==> config.mk <==
export PLATFORM = sky130hd
export DESIGN_NAME = multicycle_sequencer
export DESIGN_NICKNAME = d
export VERILOG_FILES = /design/src/rtl/ctrl_pkg.sv /design/src/rtl/ctrl_opdec.sv /design/src/rtl/multicycle_sequencer.sv
export SDC_FILE = /design/constraint.sdc
export NUM_CORES = 1
export LEC_CHECK = 0
export BUFFER_PORTS_ARGS = -buffer_cell sky130_fd_sc_hd__buf_2
export CORE_MARGIN = 10
export CORE_UTILIZATION = 45
export CTS_CLUSTER_SIZE = 28
export DETAILED_ROUTE_END_ITERATION = 7
export PLACE_DENSITY = 0.73
export SETUP_SLACK_MARGIN = 0.5
export SLEW_MARGIN = 40
export SYNTH_ARGS = -nofsm -noshare
export SYNTH_HDL_FRONTEND = slang
export SYNTH_HIERARCHICAL = 1
export SYNTH_SLANG_ARGS = --single-unit
==> constraint.sdc <==
create_clock -name clk -period 1.4 [get_ports clk]
set_input_delay 0.14 -clock clk [delete_from_list [all_inputs] [get_ports clk]]
set_output_delay 0.14 -clock clk [all_outputs]
set_load 0.01 [all_outputs]
==> src/rtl/ctrl_pkg.sv <==
// Shared types and encodings for the multicycle sequencer: FSM states,
// opcode classes, opcode values, ALU function codes and PC control codes.
package ctrl_pkg;

  typedef enum logic [2:0] {
    IDLE,
    FETCH,
    DECODE,
    EXEC,
    JUMP,
    WB,
    HALT
  } state_t;

  typedef enum logic [2:0] {
    CLS_ALU,
    CLS_JMP,
    CLS_BRZ,
    CLS_HALT,
    CLS_ILLEGAL
  } op_class_t;

  localparam logic [3:0] OP_MOVEB = 4'b0000;
  localparam logic [3:0] OP_ADD   = 4'b0010;
  localparam logic [3:0] OP_SUB   = 4'b0101;
  localparam logic [3:0] OP_AND   = 4'b0111;
  localparam logic [3:0] OP_OR    = 4'b1001;
  localparam logic [3:0] OP_JMP   = 4'b1010;
  localparam logic [3:0] OP_BRZ   = 4'b1011;
  localparam logic [3:0] OP_HALT  = 4'b1111;

  localparam logic [2:0] ALU_MOVEB = 3'b000;
  localparam logic [2:0] ALU_ADD   = 3'b001;
  localparam logic [2:0] ALU_SUB   = 3'b010;
  localparam logic [2:0] ALU_AND   = 3'b011;
  localparam logic [2:0] ALU_OR    = 3'b100;

  localparam logic [1:0] PC_HOLD = 2'b00;
  localparam logic [1:0] PC_INC  = 2'b01;
  localparam logic [1:0] PC_LOAD = 2'b10;

endpackage

==> src/rtl/ctrl_opdec.sv <==
// Combinational opcode decoder: instruction class plus the ALU function
// and operand select that an ALU-class opcode will use in EXEC/WB.
module ctrl_opdec
  import ctrl_pkg::*;
(
  input  logic [3:0] opcode,
  output op_class_t  op_class,
  output logic [2:0] alu_func,
  output logic       alu_in_sel
);

  always_comb begin
    op_class   = CLS_ILLEGAL;
    alu_func   = ALU_MOVEB;
    alu_in_sel = 1'b0;
    case (opcode)
      OP_MOVEB: op_class = CLS_ALU;
      OP_ADD: begin
        op_class = CLS_ALU;
        alu_func = ALU_ADD;
      end
      OP_SUB: begin
        op_class   = CLS_ALU;
        alu_func   = ALU_SUB;
        alu_in_sel = 1'b1;
      end
      OP_AND: begin
        op_class   = CLS_ALU;
        alu_func   = ALU_AND;
        alu_in_sel = 1'b1;
      end
      OP_OR: begin
        op_class   = CLS_ALU;
        alu_func   = ALU_OR;
        alu_in_sel = 1'b1;
      end
      OP_JMP:  op_class = CLS_JMP;
      OP_BRZ:  op_class = CLS_BRZ;
      OP_HALT: op_class = CLS_HALT;
      default: op_class = CLS_ILLEGAL;
    endcase
  end

endmodule

==> src/rtl/multicycle_sequencer.sv <==
// Multicycle instruction sequencer FSM with fully registered strobes.
// Optional handshake watchdog enabled by defining CTRL_TIMEOUT_EN.
module multicycle_sequencer
  import ctrl_pkg::*;
#(
  parameter int unsigned NUM_REGS    = 4,
  parameter int unsigned RD_W        = $clog2(NUM_REGS),
  parameter logic [7:0]  TIMEOUT_CYC = 8'd255
) (
  input  logic                clk,
  input  logic                rst,
  input  logic                en_in,
  input  logic                en1,
  input  logic                en2,
  input  logic                zero,
  input  logic [RD_W-1:0]     rd,
  input  logic [3:0]          opcode,
  output logic                en_fetch_pulse,
  output logic                en_group_pulse,
  output logic                en_pc_pulse,
  output logic [1:0]          pc_ctrl,
  output logic [NUM_REGS-1:0] reg_en,
  output logic                alu_in_sel,
  output logic [2:0]          alu_func,
  output logic                illegal_op,
  output logic                halted,
  output logic                timeout
);

  if (NUM_REGS < 2 || NUM_REGS > 16 || TIMEOUT_CYC == 8'd0) begin : g_bad_param
    $error("multicycle_sequencer: NUM_REGS must be 2..16 and TIMEOUT_CYC nonzero");
  end

  state_t          state;
  state_t          next_state;
  op_class_t       op_class;
  logic [2:0]      dec_func;
  logic            dec_sel;
  logic [RD_W-1:0] rd_q;
  logic            expired;

  ctrl_opdec u_opdec (
    .opcode     (opcode),
    .op_class   (op_class),
    .alu_func   (dec_func),
    .alu_in_sel (dec_sel)
  );

`ifdef CTRL_TIMEOUT_EN
  logic [7:0] wait_cnt;

  assign expired = ((state == FETCH && !en1) || (state == EXEC && !en2))
                   && (wait_cnt == TIMEOUT_CYC - 8'd1);

  always_ff @(posedge clk) begin
    if (!rst) begin
      wait_cnt <= '0;
      timeout  <= 1'b0;
    end else begin
      timeout <= expired;
      if (next_state != state)
        wait_cnt <= '0;
      else if (state == FETCH || state == EXEC)
        wait_cnt <= wait_cnt + 8'd1;
    end
  end
`else
  assign expired = 1'b0;
  assign timeout = 1'b0;
`endif

  always_comb begin
    next_state = state;
    case (state)
      IDLE:  if (en_in) next_state = FETCH;
      FETCH: begin
        if (en1)          next_state = DECODE;
        else if (expired) next_state = IDLE;
      end
      DECODE: begin
        case (op_class)
          CLS_ALU:  next_state = EXEC;
          CLS_JMP:  next_state = JUMP;
          CLS_BRZ:  next_state = zero ? JUMP : FETCH;
          CLS_HALT: next_state = HALT;
          default:  next_state = FETCH;
        endcase
      end
      EXEC: begin
        if (en2)          next_state = WB;
        else if (expired) next_state = IDLE;
      end
      JUMP:    next_state = FETCH;
      WB:      next_state = FETCH;
      HALT:    next_state = HALT;
      default: next_state = IDLE;
    endcase
  end

  // Outputs are computed from the state being entered and registered, so
  // during each cycle they reflect the current state with no input path.
  always_ff @(posedge clk) begin
    if (!rst) begin
      state          <= IDLE;
      rd_q           <= '0;
      en_fetch_pulse <= 1'b0;
      en_group_pulse <= 1'b0;
      en_pc_pulse    <= 1'b0;
      pc_ctrl        <= PC_HOLD;
      reg_en         <= '0;
      alu_in_sel     <= 1'b0;
      alu_func       <= ALU_MOVEB;
      illegal_op     <= 1'b0;
      halted         <= 1'b0;
    end else begin
      state <= next_state;
      if (state == DECODE) rd_q <= rd;

      en_fetch_pulse <= (next_state == FETCH) && (state != FETCH);
      en_group_pulse <= (next_state == EXEC) && (state != EXEC);
      en_pc_pulse    <= (next_state != state) && (next_state == FETCH || next_state == JUMP);

      case (next_state)
        FETCH:   pc_ctrl <= PC_INC;
        JUMP:    pc_ctrl <= PC_LOAD;
        default: pc_ctrl <= PC_HOLD;
      endcase

      reg_en <= (next_state == WB) ? (NUM_REGS'(1) << rd_q) : '0;

      if (next_state == EXEC || next_state == WB) begin
        if (state == DECODE) begin
          alu_func   <= dec_func;
          alu_in_sel <= dec_sel;
        end
      end else begin
        alu_func   <= ALU_MOVEB;
        alu_in_sel <= 1'b0;
      end

      illegal_op <= (state == DECODE) && (op_class == CLS_ILLEGAL);
      halted     <= (next_state == HALT);
    end
  end

endmodule
==> impl_metrics.tcl <==
set metrics [dict create \
    grt_max_degree 12 \
    r2r_end "alu_in_sel$_SDFFE_PN0P_" \
    start_kind "flip-flop" \
    seq_area_um2 418 \
    r2r_cells 5 \
    place_hpwl_mm 1.78 \
    cts_root_buf "clkbuf_4" \
    dieWidth_um 67.0 \
    vias 888 \
    tritoncts "done" \
    cp.required_ns 1.59 \
    setup_tns_ns 0 \
    syn_inst 101 \
    fin_crit_sh_pct 99.8 \
    worstReg2RegStart "state[0]$_SDFF_PN0_" \
    drive_above_1_share_pct 63.0 \
    dieArea_um2 4490 \
    io_buffers 26 \
    arrival_ns 1.59 \
    die_h_um 67.0 \
    area_delta_synth_final_pct 52.5 \
    ys_ff_latch 20 \
    vias_per_cell 5.13 \
    synth_top_area_share_pct 40.3 \
    gp_congestion 0.751 \
    min_from "rd[0]" \
    yosysTopAreaCell "dfxtp_1" \
    setup_viol 0 \
    critPathMaxFanout 8 \
    power.density_cell_area_nw_per_um2 824 \
    drv_cap 0 \
    critPathTopFamily "flip-flops" \
    cp-end-kind "flip-flop" \
    p_leak_nw 0.640 \
    synth-seq-area-share_pct 40.3 \
    drc 0 \
    rsz0062_at_grt "true" \
    diodes 0 \
    synth_most_common_cell "dfxtp_1" \
    clk_pin_slew_worst_paths_ns 0.12 \
    ios 28 \
    fmax_mhz 716 \
    avgSynthCellArea_um2 9.85 \
    worstSkewPairLatency_ns 0.30 \
    cts_hold_buf 0 \
    clock_skew_ns 0.00584 \
    antenna_found_initial 0 \
    critPathBufInv 2 \
    period_needed_ns 1.40 \
    grt_overflow 0 \
    synthFlopType "dfxtp_1" \
    cts-htree-levels 1 \
    core-area_um2 2020 \
    hold_path.class "primary input to flip-flop" \
    cp.depth 5 \
    r2r_slack_ns 0.003 \
    numCtsBuffers 3 \
    cts.sinks 20 \
    hold_end "rd_q[0]$_SDFFE_PN0P_" \
    ys_top_cells_by_count "20 x dfxtp_1, 12 x nor2_1, 6 x inv_1, 5 x mux2i_1, 5 x nor3_1" \
    avgRoutedWirePerCell_um 15.4 \
    slew_viol_final 0 \
    multi_input_area_um2 676 \
    synth_enable_flop_cells 0 \
    ant_nets 0 \
    wl_mm 2.67 \
    grt_pass1_vias 885 \
    synthesis.nets 113 \
    fillers 139 \
    cts_buffer_depth 2 \
    hold_viol 0 \
    synth_area_leaders "dfxtp_1 40%, mux2i_1 5.0%, nor2_1 4.5%" \
    start_util_pct 49.2 \
    irDropWorstVdd_uv 547 \
    track_usage_pct 10.6 \
    dr.pass1.iters 7 \
    outcome "completed" \
    rows 16 \
    first_iter_violations 20 \
    crit_path_top_delay_cell "dfxtp_4" \
    hold_depth 3 \
    slowest_delay_ns 0.39 \
    grt_pass1_wl_mm 3.88 \
    synthArstFlopShare_pct 0 \
    fin_util_pct 75.0 \
    crit_chain "buf_4 > nor3b_2 > buf_6 > mux2i_1 > nor3_2" \
    syn-cell-area_um2 995 \
    critical_path_class "flip-flop to flip-flop" \
    nets 159 \
    yosys.cell_types.count 39 \
    yosys_warnings 6 \
]
flip-flops by register name, indices dropped and copies added, names as in the netlist:
signal / count
alu_func: 3
alu_in_sel: 1
en_fetch_pulse: 1
en_group_pulse: 1
en_pc_pulse: 1
halted: 1
illegal_op: 1
pc_ctrl: 2
rd_q: 2
reg_en: 4
state: 3
where the power goes:
part / switching, mW / leakage (nW) / total (mW) / internal (mW)
combinational: 0.160 / 0.452 / 0.302 / 0.142
clock: 0.186 / 0.0210 / 0.345 / 0.158
sequential: 0.0162 / 0.167 / 0.602 / 0.586
total: 0.363 / 0.640 / 1.25 / 0.887
layout by cell type (no fill, tap or decap), types with 3 or more instances in the layout:
cell type  netlist  final
dfxtp_4          0      3
mux2i_2          0      3
nor2b_1          4      4
buf_2            0     21
clkbuf_4         0      3
inv_1            6      5
dfxtp_1         20     12
nor2_2           0      4
nor2_1          12      8
nor3_2           0      4
dfxtp_2          0      5
nor3b_1          4      3
buf_6            2     12
nand2b_1         4      4
a21oi_2          1      3
buf_4            2     12
worst min-delay path, cell delays in order:
cell,delay [ns]
buf_2,0.08
a21oi_1,0.05
nor2_1,0.07
through the flow:
stage	power, mW	area [um2]	instances	setup slack [ns]	hold WS [ns]
6_report	1.25	1520	173	0.00295	0.0693
5_1_grt	1.30	1520	173	-0.0481	0.0900
4_1_cts	1.20	1370	166	0.0588	0.0768
3_5_place_dp	0.840	1210	159	-0.154	0.389
3_3_place_gp	0.834	1210	159	-0.142	0.367
2_1_floorplan	0.764	1010	101	0.0781	0.274
logic make-up after synthesis:
family,Yosys count,share of synthesized area [%]
buffers and inverters,10,6.04
and+or+nand+nor,46,30.3
DFF,20,40.3
AOI/OAI and AO/OA,17,15.5
xor gates and xnor gates,2,2.52
muxes,5,5.03
other,1,0.377
cell type report:
class,instances,share of cell area [%]
Timing Repair Buffer,45,21.8
Inverter,6,1.49
Clock buffer,4,2.39
Sequential cell,20,27.6
Multi-Input combinational cell,71,44.6
Tap cell,27,2.23
how the worst max path moves through the flow:
stage               slack (ns)                 from                 endpoint
finish                   0.003  state[0]$_SDFF_PN0_  alu_in_sel$_SDFFE_PN0P_
CTS                       0.06  state[0]$_SDFF_PN0_     reg_en[2]$_SDFF_PN0_
global placement         -0.14            opcode[2]   en_pc_pulse$_SDFF_PN0_
detailed placement       -0.15            opcode[0]     reg_en[2]$_SDFF_PN0_
floorplan                 0.08            opcode[2]   en_pc_pulse$_SDFF_PN0_
global route             -0.05  state[0]$_SDFF_PN0_  alu_in_sel$_SDFFE_PN0P_
routing by layer:
metal  track usage, %  part of all wire (%)  vias up
li1                 -                     -      442
met1             10.3                    39      418
met2             20.5                    52       26
met3             4.68                   9.1        2
met4            0.769                  0.15        0
met5                0                     0        -
timing repair:
item,4_1_cts,5_1_grt
pin swaps,7,13
resized for setup,26,20
setup buffers,3,7
setup endpoints to repair,25,35
Note: power is estimated with default switching activity, not from simulation.
